**config.mk**
```make
export PLATFORM = sky130hd
export DESIGN_NAME = mat_mul_seq
export DESIGN_NICKNAME = d
export VERILOG_FILES = /design/src/rtl/mat_mul_pkg.sv /design/src/rtl/mat_mul_idx_gen.sv /design/src/rtl/mat_mul_seq.sv
export SDC_FILE = /design/constraint.sdc
export NUM_CORES = 1
export LEC_CHECK = 0
export CAP_MARGIN = 30
export CORE_MARGIN = 5
export CORE_UTILIZATION = 37
export CTS_BUF_LIST = sky130_fd_sc_hd__clkbuf_2 sky130_fd_sc_hd__clkbuf_4 sky130_fd_sc_hd__clkbuf_8
export CTS_CLUSTER_SIZE = 8
export DETAILED_ROUTE_END_ITERATION = 12
export PLACE_DENSITY = 0.87
export RECOVER_POWER = 100
export SETUP_SLACK_MARGIN = 0.2
export SLEW_MARGIN = 25
export SYNTH_ARGS = -nofsm -noshare
export SYNTH_HDL_FRONTEND = slang
export SYNTH_SLANG_ARGS = --single-unit
```
**constraint.sdc**
```tcl
create_clock -name clk -period 3.57 [get_ports clk]
set_input_delay 0.8925 -clock clk [delete_from_list [all_inputs] [get_ports clk]]
set_output_delay 0.8925 -clock clk [all_outputs]
set_load 0.005 [all_outputs]
```
**src/rtl/mat_mul_pkg.sv**
```systemverilog
// Shared types and widths for the mat_mul_seq sequencer: FSM encoding and datapath widths.
package mat_mul_pkg;

  localparam int DATA_W = 8;
  localparam int ACC_W  = 22;
  localparam int CNT_W  = 6;

  typedef enum logic [1:0] {
    ST_IDLE  = 2'd0,
    ST_RUN   = 2'd1,
    ST_DRAIN = 2'd2,
    ST_DONE  = 2'd3
  } state_e;

endpackage

```
**src/rtl/mat_mul_idx_gen.sv**
```systemverilog
// Nested i/j/k index counters (k fastest) with wrap flags, advance enable and sync clear.
module mat_mul_idx_gen #(
  parameter int LOG2N = 3
) (
  input  logic             clk,
  input  logic             rst,
  input  logic             clr_i,
  input  logic             adv_i,
  output logic [LOG2N-1:0] i_o,
  output logic [LOG2N-1:0] j_o,
  output logic [LOG2N-1:0] k_o,
  output logic             i_last_o,
  output logic             j_last_o,
  output logic             k_last_o
);

  logic [LOG2N-1:0] i_q, i_d, j_q, j_d, k_q, k_d;

  always_ff @(posedge clk) begin
    if (rst) begin
      i_q <= '0;
      j_q <= '0;
      k_q <= '0;
    end else begin
      i_q <= i_d;
      j_q <= j_d;
      k_q <= k_d;
    end
  end

  // Counters wrap naturally at N-1 because N is a power of two.
  always_comb begin
    i_d = i_q;
    j_d = j_q;
    k_d = k_q;
    if (clr_i) begin
      i_d = '0;
      j_d = '0;
      k_d = '0;
    end else if (adv_i) begin
      k_d = k_q + 1'b1;
      if (k_last_o) j_d = j_q + 1'b1;
      if (k_last_o && j_last_o) i_d = i_q + 1'b1;
    end
  end

  assign i_o      = i_q;
  assign j_o      = j_q;
  assign k_o      = k_q;
  assign i_last_o = &i_q;
  assign j_last_o = &j_q;
  assign k_last_o = &k_q;

endmodule

```
**src/rtl/mat_mul_seq.sv**
```systemverilog
// Sequencer for C = A x B over N x N byte matrices: read pipe, MAC feed, result capture.
// Optional output clamp to SAT_MAX enabled by defining MAT_MUL_SAT_EN.
module mat_mul_seq
  import mat_mul_pkg::*;
#(
  parameter int               LOG2N   = 3,
  parameter int               MAC_LAT = 1,
  parameter logic [ACC_W-1:0] SAT_MAX = 22'h00FFFF
) (
  input  logic                 clk,
  input  logic                 rst,
  input  logic                 start,
  output logic                 busy,
  output logic                 done,
  output logic                 rd_en,
  output logic [2*LOG2N-1:0]   a_addr,
  output logic [2*LOG2N-1:0]   b_addr,
  input  logic [DATA_W-1:0]    a_rdata,
  input  logic [DATA_W-1:0]    b_rdata,
  output logic [DATA_W-1:0]    mac_a,
  output logic [DATA_W-1:0]    mac_b,
  output logic [CNT_W-1:0]     mac_cnt,
  output logic                 mac_vld,
  input  logic [ACC_W-1:0]     mac_acc,
  output logic                 c_we,
  output logic [2*LOG2N-1:0]   c_addr,
  output logic [ACC_W-1:0]     c_wdata,
  output state_e               dbg_state
);

  localparam int AW = 2 * LOG2N;
`ifdef MAT_MUL_SAT_EN
  localparam bit SAT_EN = 1'b1;
`else
  localparam bit SAT_EN = 1'b0;
`endif

  state_e           state_q, state_d;
  logic             idx_clr, last_rd;
  logic [LOG2N-1:0] i_idx, j_idx, k_idx;
  logic             i_last, j_last, k_last;

  logic             s2_vld_q, s2_klast_q, s2_last_q;
  logic [LOG2N-1:0] s2_k_q;
  logic [AW-1:0]    s2_ij_q;

  logic [MAC_LAT-1:0] cap_vld_q, cap_last_q;
  logic [AW-1:0]      cap_addr_q [MAC_LAT];

  mat_mul_idx_gen #(.LOG2N(LOG2N)) u_idx (
    .clk      (clk),
    .rst      (rst),
    .clr_i    (idx_clr),
    .adv_i    (rd_en),
    .i_o      (i_idx),
    .j_o      (j_idx),
    .k_o      (k_idx),
    .i_last_o (i_last),
    .j_last_o (j_last),
    .k_last_o (k_last)
  );

  assign last_rd = i_last & j_last & k_last;

  always_ff @(posedge clk) begin
    if (rst) state_q <= ST_IDLE;
    else     state_q <= state_d;
  end

  always_comb begin
    state_d = state_q;
    rd_en   = 1'b0;
    done    = 1'b0;
    idx_clr = 1'b0;
    case (state_q)
      ST_IDLE: begin
        if (start) begin
          state_d = ST_RUN;
          idx_clr = 1'b1;
        end
      end
      ST_RUN: begin
        rd_en = 1'b1;
        if (last_rd) state_d = ST_DRAIN;
      end
      ST_DRAIN: begin
        if (c_we && cap_last_q[MAC_LAT-1]) state_d = ST_DONE;
      end
      ST_DONE: begin
        done    = 1'b1;
        state_d = ST_IDLE;
      end
      default: state_d = ST_IDLE;
    endcase
  end

  // Stage 2 mirrors the RAM read latency; the capture line then waits out the MAC latency
  // carrying the {i,j} of each finished dot product.
  always_ff @(posedge clk) begin
    if (rst) begin
      s2_vld_q   <= 1'b0;
      s2_klast_q <= 1'b0;
      s2_last_q  <= 1'b0;
      s2_k_q     <= '0;
      s2_ij_q    <= '0;
      cap_vld_q  <= '0;
      cap_last_q <= '0;
      for (int n = 0; n < MAC_LAT; n++) cap_addr_q[n] <= '0;
    end else begin
      s2_vld_q      <= rd_en;
      s2_klast_q    <= rd_en & k_last;
      s2_last_q     <= rd_en & last_rd;
      s2_k_q        <= rd_en ? k_idx : '0;
      s2_ij_q       <= {i_idx, j_idx};
      cap_vld_q[0]  <= s2_klast_q;
      cap_last_q[0] <= s2_last_q;
      cap_addr_q[0] <= s2_ij_q;
      for (int n = 1; n < MAC_LAT; n++) begin
        cap_vld_q[n]  <= cap_vld_q[n-1];
        cap_last_q[n] <= cap_last_q[n-1];
        cap_addr_q[n] <= cap_addr_q[n-1];
      end
    end
  end

  assign busy      = (state_q != ST_IDLE);
  assign dbg_state = state_q;
  assign a_addr    = {i_idx, k_idx};
  assign b_addr    = {k_idx, j_idx};
  assign mac_vld   = s2_vld_q;
  assign mac_a     = s2_vld_q ? a_rdata : '0;
  assign mac_b     = s2_vld_q ? b_rdata : '0;
  assign mac_cnt   = {{(CNT_W-LOG2N){1'b0}}, s2_k_q};
  assign c_we      = cap_vld_q[MAC_LAT-1];
  assign c_addr    = c_we ? cap_addr_q[MAC_LAT-1] : '0;
  assign c_wdata   = !c_we ? '0 :
                     (SAT_EN && (mac_acc > SAT_MAX)) ? SAT_MAX : mac_acc;

endmodule

```
==> flow_summary.ini, run 1 <==
[clocking]
post_cts_resized = 0
cts_max_level = 2
hold_buffers = 0
cts_tree = yes
cts_made_buffers = 5
clock_sinks = 31
cts.clk_slew.worst_paths_ps = 60
clock_latency_ps = 270
clock_path_buffers = 2
post-cts-setup-buffers = 0
root_buffer = clkbuf_8

[layout]
syn_to_final_growth_pct = 80.2
postLayoutCellArea_um2 = 2610
multiInputGateArea_um2 = 744
drive_above_1_share = 0.0431
seqCellArea_um2 = 621
final_nets = 306
n_antenna_cell = 0
num-fill-cells = 305

[setup_path]
reg2reg_depth = 5
crit_chain = clkdlybuf4s50_1 > and2_1 > dlygate4sd3_1
r2r_start = dbg_state[0]$_SDFFE_PP0P_
critPathKind = input port to output port
cp_slowest_stage_delay_ps = 570
worst_ep_required_time_ps = 2680
startpoint = mac_acc[11]
endpoint = c_wdata[11]
cp_top_family = buffers and inverters
r2r_slack_ps = 1790
cp.arrival_ps = 2050
r2r-end = u_idx.j_o[0]$_SDFFE_PP0P_
crit_path_start_kind = input port
crit_slowest_cell = dlygate4sd3_1
critical_path.endpoint_type = output port
crit_buf_inv = 2
critPathMaxFanout = 1
cp.depth = 3

[yosys]
yosys_warnings = 0
synthArstFlopShare = 0
syn_area_per_cell_um2 = 9.53
syn_area_um2 = 1450
yosys-top-cells-area = dfxtp_1 43%, and2_1 20%, ha_1 8.6%, nor2b_1 6.0%, mux2i_1 4.8%
ys_top_cells_by_count = 47 x and2_1, 31 x dfxtp_1, 14 x nor2b_1, 10 x ha_1, 9 x nor2_1
synth-main-ff-cell = dfxtp_1
synth_top_area_frac = 0.428
synth_edf_count = 0
synth-seq-area-share = 0.428
synthCells = 152
ys_seq_elements = 31
yosysMostFrequentCell = and2_1
yosys.area.top_type = dfxtp_1
yosys.cell_types.count = 25

[sta]
rsz0062_at_grt = false
fin_crit_ps = 2940
worst_pin_slew_ps = 1030
fin_tns_setup_ps = 0
fmax_ghz = 0.340
relSlewSlack = 0.303
hold_viol = 0
fin_crit_sh = 0.824
finClkSkew_ps = 3.47
setup_viol = 0
finalMaxSlewViolations = 0
setup_ws_ps = 629

[routing]
vias = 1305
ant_nets = 0
finalWirelength_mm = 3.85
wire_per_inst_um = 12.7
firstDrtPassIters = 4
drc = 0
routed_via_density = 4.31
drtIter0Drc = 34

[placement]
dp_slack_ps = 681
io_buffers = 106
place.gp.congestion = 0.640
dp_hpwl_mm = 3.20
dpl_cell_area_um2 = 2510

[global_route]
grt_pass1_vias = 1264
grt-ovfl-total = 0
grt_use_total = 0.152
grt_max_degree = 31
antenna_found_initial = 0
grt_pass1_wl_mm = 6.28

[hold_path]
hp-class = flip-flop to flip-flop
min_from = s2_ij_q[4]$_SDFF_PP0_

[floorplan]
dieArea_um2 = 5270
io-pin-count = 110
die_h_um = 72.6
core_um2 = 3720
initial_utilization = 0.390
die_w_um = 72.6
rows = 22

[power]
p_leak_nw = 1.29
powerDensity_nw_per_um2 = 378
ir_drop_mv = 0.347

[status]
status = finished clean

[run]
drv_cap = 0
[how the worst min path moves through the flow]
stage,endpoint,slack (ps),cells after the start
after global routing,cap_addr_q[0][4]$_SDFF_PP0_,460,1
after global placement,c_we$_SDFF_PP0_,420,1
final,cap_addr_q[0][4]$_SDFF_PP0_,430,1
after floorplan,c_we$_SDFF_PP0_,410,1
after CTS,cap_addr_q[0][4]$_SDFF_PP0_,440,1
after detailed placement,cap_addr_q[0][4]$_SDFF_PP0_,420,1
[kinds of logic after synthesis]
family | share of synthesized area
multiplexers | 0.0484
buffers and inverters | 0.0604
flip-flops | 0.428
XOR/XNOR | 0.0181
adder cells (fa/ha/maj) | 0.0864
AO/OA/AOI/OAI | 0.0268
AND/OR/NAND/NOR | 0.329
other | 0.00259
[report_power, final]
group	switching [mW]	internal (mW)
sequential	0.0269	0.364
combinational	0.102	0.172
clock	0.110	0.212
[sequential cells by signal, summed over array words and instances (netlist names)]
register    cells
mac_vld         1
s2_k_q          3
c_we            1
u_idx.j_o       3
s2_klast_q      1
dbg_state       2
u_idx.i_o       3
s2_ij_q         6
u_idx.k_o       3
cap_last_q      1
s2_last_q       1
cap_addr_q      6
[layout by cell type (no fill, tap or decap), types with 2 or more instances in the layout]
cell	Yosys	final
dlygate4sd3_1	0	61
clkdlybuf4s50_1	0	45
and2_1	47	40
dfxtp_1	31	31
nor2b_1	14	14
ha_1	10	10
nor2_1	9	9
and2_0	0	7
mux2i_1	7	7
inv_1	5	5
clkbuf_8	0	5
conb_1	1	3
xor2_1	2	2
nand2b_1	2	2
[area by class of cell]
class / instances / area share
Clock buffer: 6 / 0.0292
Clock inverter: 1 / 0.0115
Inverter: 5 / 0.00719
Multi-Input combinational cell: 106 / 0.285
Sequential cell: 31 / 0.238
Tap cell: 48 / 0.0230
Timing Repair Buffer: 106 / 0.406
[routing by layer]
metal / up-vias / wire length [µm] / share of wire / track usage
li1: 671 / - / - / -
met1: 559 / 1530 / 0.40 / 0.167
met2: 69 / 1800 / 0.47 / 0.267
met3: 6 / 458 / 0.12 / 0.0551
met4: 0 / 56 / 0.015 / 0.0553
met5: - / 0 / 0 / 0
[metrics by stage]
stage | hold slack (ps) | util | power [mW] | std cells
after floorplan | 414 | - | 0.533 | 154
after global placement | 417 | 0.675 | 0.699 | 296
after detailed placement | 422 | 0.675 | 0.706 | 296
after CTS | 436 | 0.704 | 1.03 | 303
after global routing | 459 | 0.703 | 1.05 | 303
final | 433 | 0.703 | 0.988 | 303
No activity file was read; power rests on OpenSTA's default activity.
==> run 2: changes to the inputs <==
- CORE_UTILIZATION: 37 -> 31
- PLACE_DENSITY: 0.87 -> 0.78
- clock period: 3.57 -> 2.5 ns (I/O delays scaled with it)
==> flow_summary.ini, run 2 (synthesis results as in run 1) <==
[clocking]
clock_sinks = 31
hold_buffers = 0
clock_path_buffers = 2
post-cts-setup-buffers = 0
clock_latency_ps = 270
cts.clk_slew.worst_paths_ps = 60
cts_max_level = 2
cts_made_buffers = 5
root_buffer = clkbuf_8
cts_tree = yes

[layout]
syn_to_final_growth_pct = 76.8
mostFrequentLayoutCells = 45 x dlygate4sd3_1, 35 x dlygate4sd2_1, 34 x and2_1
drive_above_1_share = 0.0506
postLayoutCellArea_um2 = 2560
fin_util = 0.576
final_common_cell = dlygate4sd3_1
n_antenna_cell = 0
num-fill-cells = 409
final_nets = 308
reg.largest.list = cap_addr_q: 6 flops, s2_ij_q: 6 flops

[placement]
dp_hpwl_mm = 3.19
place.gp.congestion = 0.673
io_buffers = 106
dpl_cell_area_um2 = 2530
dp_slack_ps = 103

[power]
pwr-share-clk = 0.284
netSwitchingFraction = 0.269
share_comb_of_total_power = 0.295
power.switching_uw = 359
powerDensity_nw_per_um2 = 520
p_int_uw = 974
ir_drop_mv = 0.317
p_leak_nw = 1.31
pwr-share-seq = 0.421

[routing]
finalWirelength_mm = 3.84
met1Wirelength_mm = 1.51
wl_met2_mm = 1.86
top_layer = met4
vias = 1315
routed_via_density = 4.26
drtIter0Drc = 27
wl_met3_um = 434
ant_nets = 0
firstDrtPassIters = 4
wire_per_inst_um = 12.4
drc = 0

[setup_path]
crit_chain = inv_1 > ha_1 > inv_1 > dlygate4sd3_1
cp_slowest_stage_delay_ps = 590
critPathMaxFanout = 5
cp.arrival_ps = 1620
critPathKind = flip-flop to output port
crit_path_start_kind = flip-flop
worst_ep_required_time_ps = 1880
crit_buf_inv = 3
critical_path.endpoint_type = output port
path_common_cell = inv_1
crit_slowest_cell = dlygate4sd3_1
cp_top_family = buffers and inverters

[floorplan]
io-pin-count = 110
dieArea_um2 = 6140
die_w_um = 78.4
die_h_um = 78.4
initial_utilization = 0.326
rows = 24
core_um2 = 4440

[global_route]
grt_pass1_wl_mm = 5.88
grt_pass1_vias = 1176
grt_max_degree = 31
grt-ovfl-total = 0
antenna_found_initial = 0
grt_use_total = 0.122

[sta]
worst_pin_slew_ps = 1140
relSlewSlack = 0.230
fin_crit_sh = 0.897
finalMaxSlewViolations = 0
fin_tns_setup_ps = 0
setup_ws_ps = 258
fin_crit_ps = 2240
rsz0062_at_grt = false
hold_viol = 0
fmax_ghz = 0.446
finClkSkew_ps = 4.47
setup_viol = 0

[hold_path]
hp-class = flip-flop to flip-flop

[run]
drv_cap = 0

[status]
status = finished clean
run 2: changes by cell type in the layout (fill, tap and decap cells not counted), sizes merged:
cell	change
clkinv	+1
clkdlybuf4s25	+3
bufinv	-1
dlygate4sd2	+35
dlygate4sd3	-16
clkdlybuf4s50	-22
clkbuf	+2
run 2: path summary, 6_finish.rpt:
path,slack (ps),start,cells after the start,to
worst max-delay path,260,dbg_state[1]$_SDFFE_PP0P_,4,busy
worst min-delay path,430,s2_last_q$_SDFF_PP0_,1,cap_last_q$_SDFF_PP0_
worst max register to register,660,dbg_state[1]$_SDFFE_PP0P_,5,u_idx.k_o[0]$_SDFFE_PP0P_
worst min register to register,430,s2_last_q$_SDFF_PP0_,1,cap_last_q$_SDFF_PP0_
run 2: final cells by class:
| class | instances | area [µm²] | area share |
|---|---|---|---|
| clock buffer | 6 | 82.6 | 0.0322 |
| clock inverter | 1 | 5.00 | 0.00195 |
| inverter | 5 | 18.8 | 0.00733 |
| multi-input combinational | 106 | 742 | 0.290 |
| sequential | 31 | 622 | 0.243 |
| tap | 52 | 65.1 | 0.0254 |
| timing repair buffer | 108 | 1030 | 0.401 |
run 2: per-layer routing:
metal,track usage,vias up
met2,0.223,65
met1,0.126,573
met5,0,-
li1,-,674
met4,0.0262,0
met3,0.0595,3
run 2: worst reg2reg max path, stage by stage (launching register included):
cell and delay [ps]:
dfxtp_1 350, inv_1 90, ha_1 190, inv_1 60, o21ai_0 890, nor2_1 120
run 2: power by group through the flow:
stage | sequential, mW | combinational (mW) | clock (mW)
2_1_floorplan | 0.562 | 0.200 | 0
3_3_place_gp | 0.572 | 0.443 | 0
3_5_place_dp | 0.574 | 0.448 | 0
4_1_cts | 0.563 | 0.430 | 0.390
5_1_grt | 0.570 | 0.435 | 0.408
6_report | 0.561 | 0.393 | 0.378
run 2: metrics by stage:
step | hold WS [ps] | cells | power [mW]
final | 433 | 309 | 1.33
after global routing | 454 | 309 | 1.41
after CTS | 438 | 309 | 1.38
after detailed placement | 421 | 302 | 1.02
after global placement | 420 | 302 | 1.01
after floorplan | 414 | 154 | 0.762
run 2: timing repair:
| item | in CTS | in global routing |
|---|---|---|
| pin swaps | 0 | 0 |
| resized for setup | 36 | 5 |
| endpoints found under the setup margin | 36 | 4 |
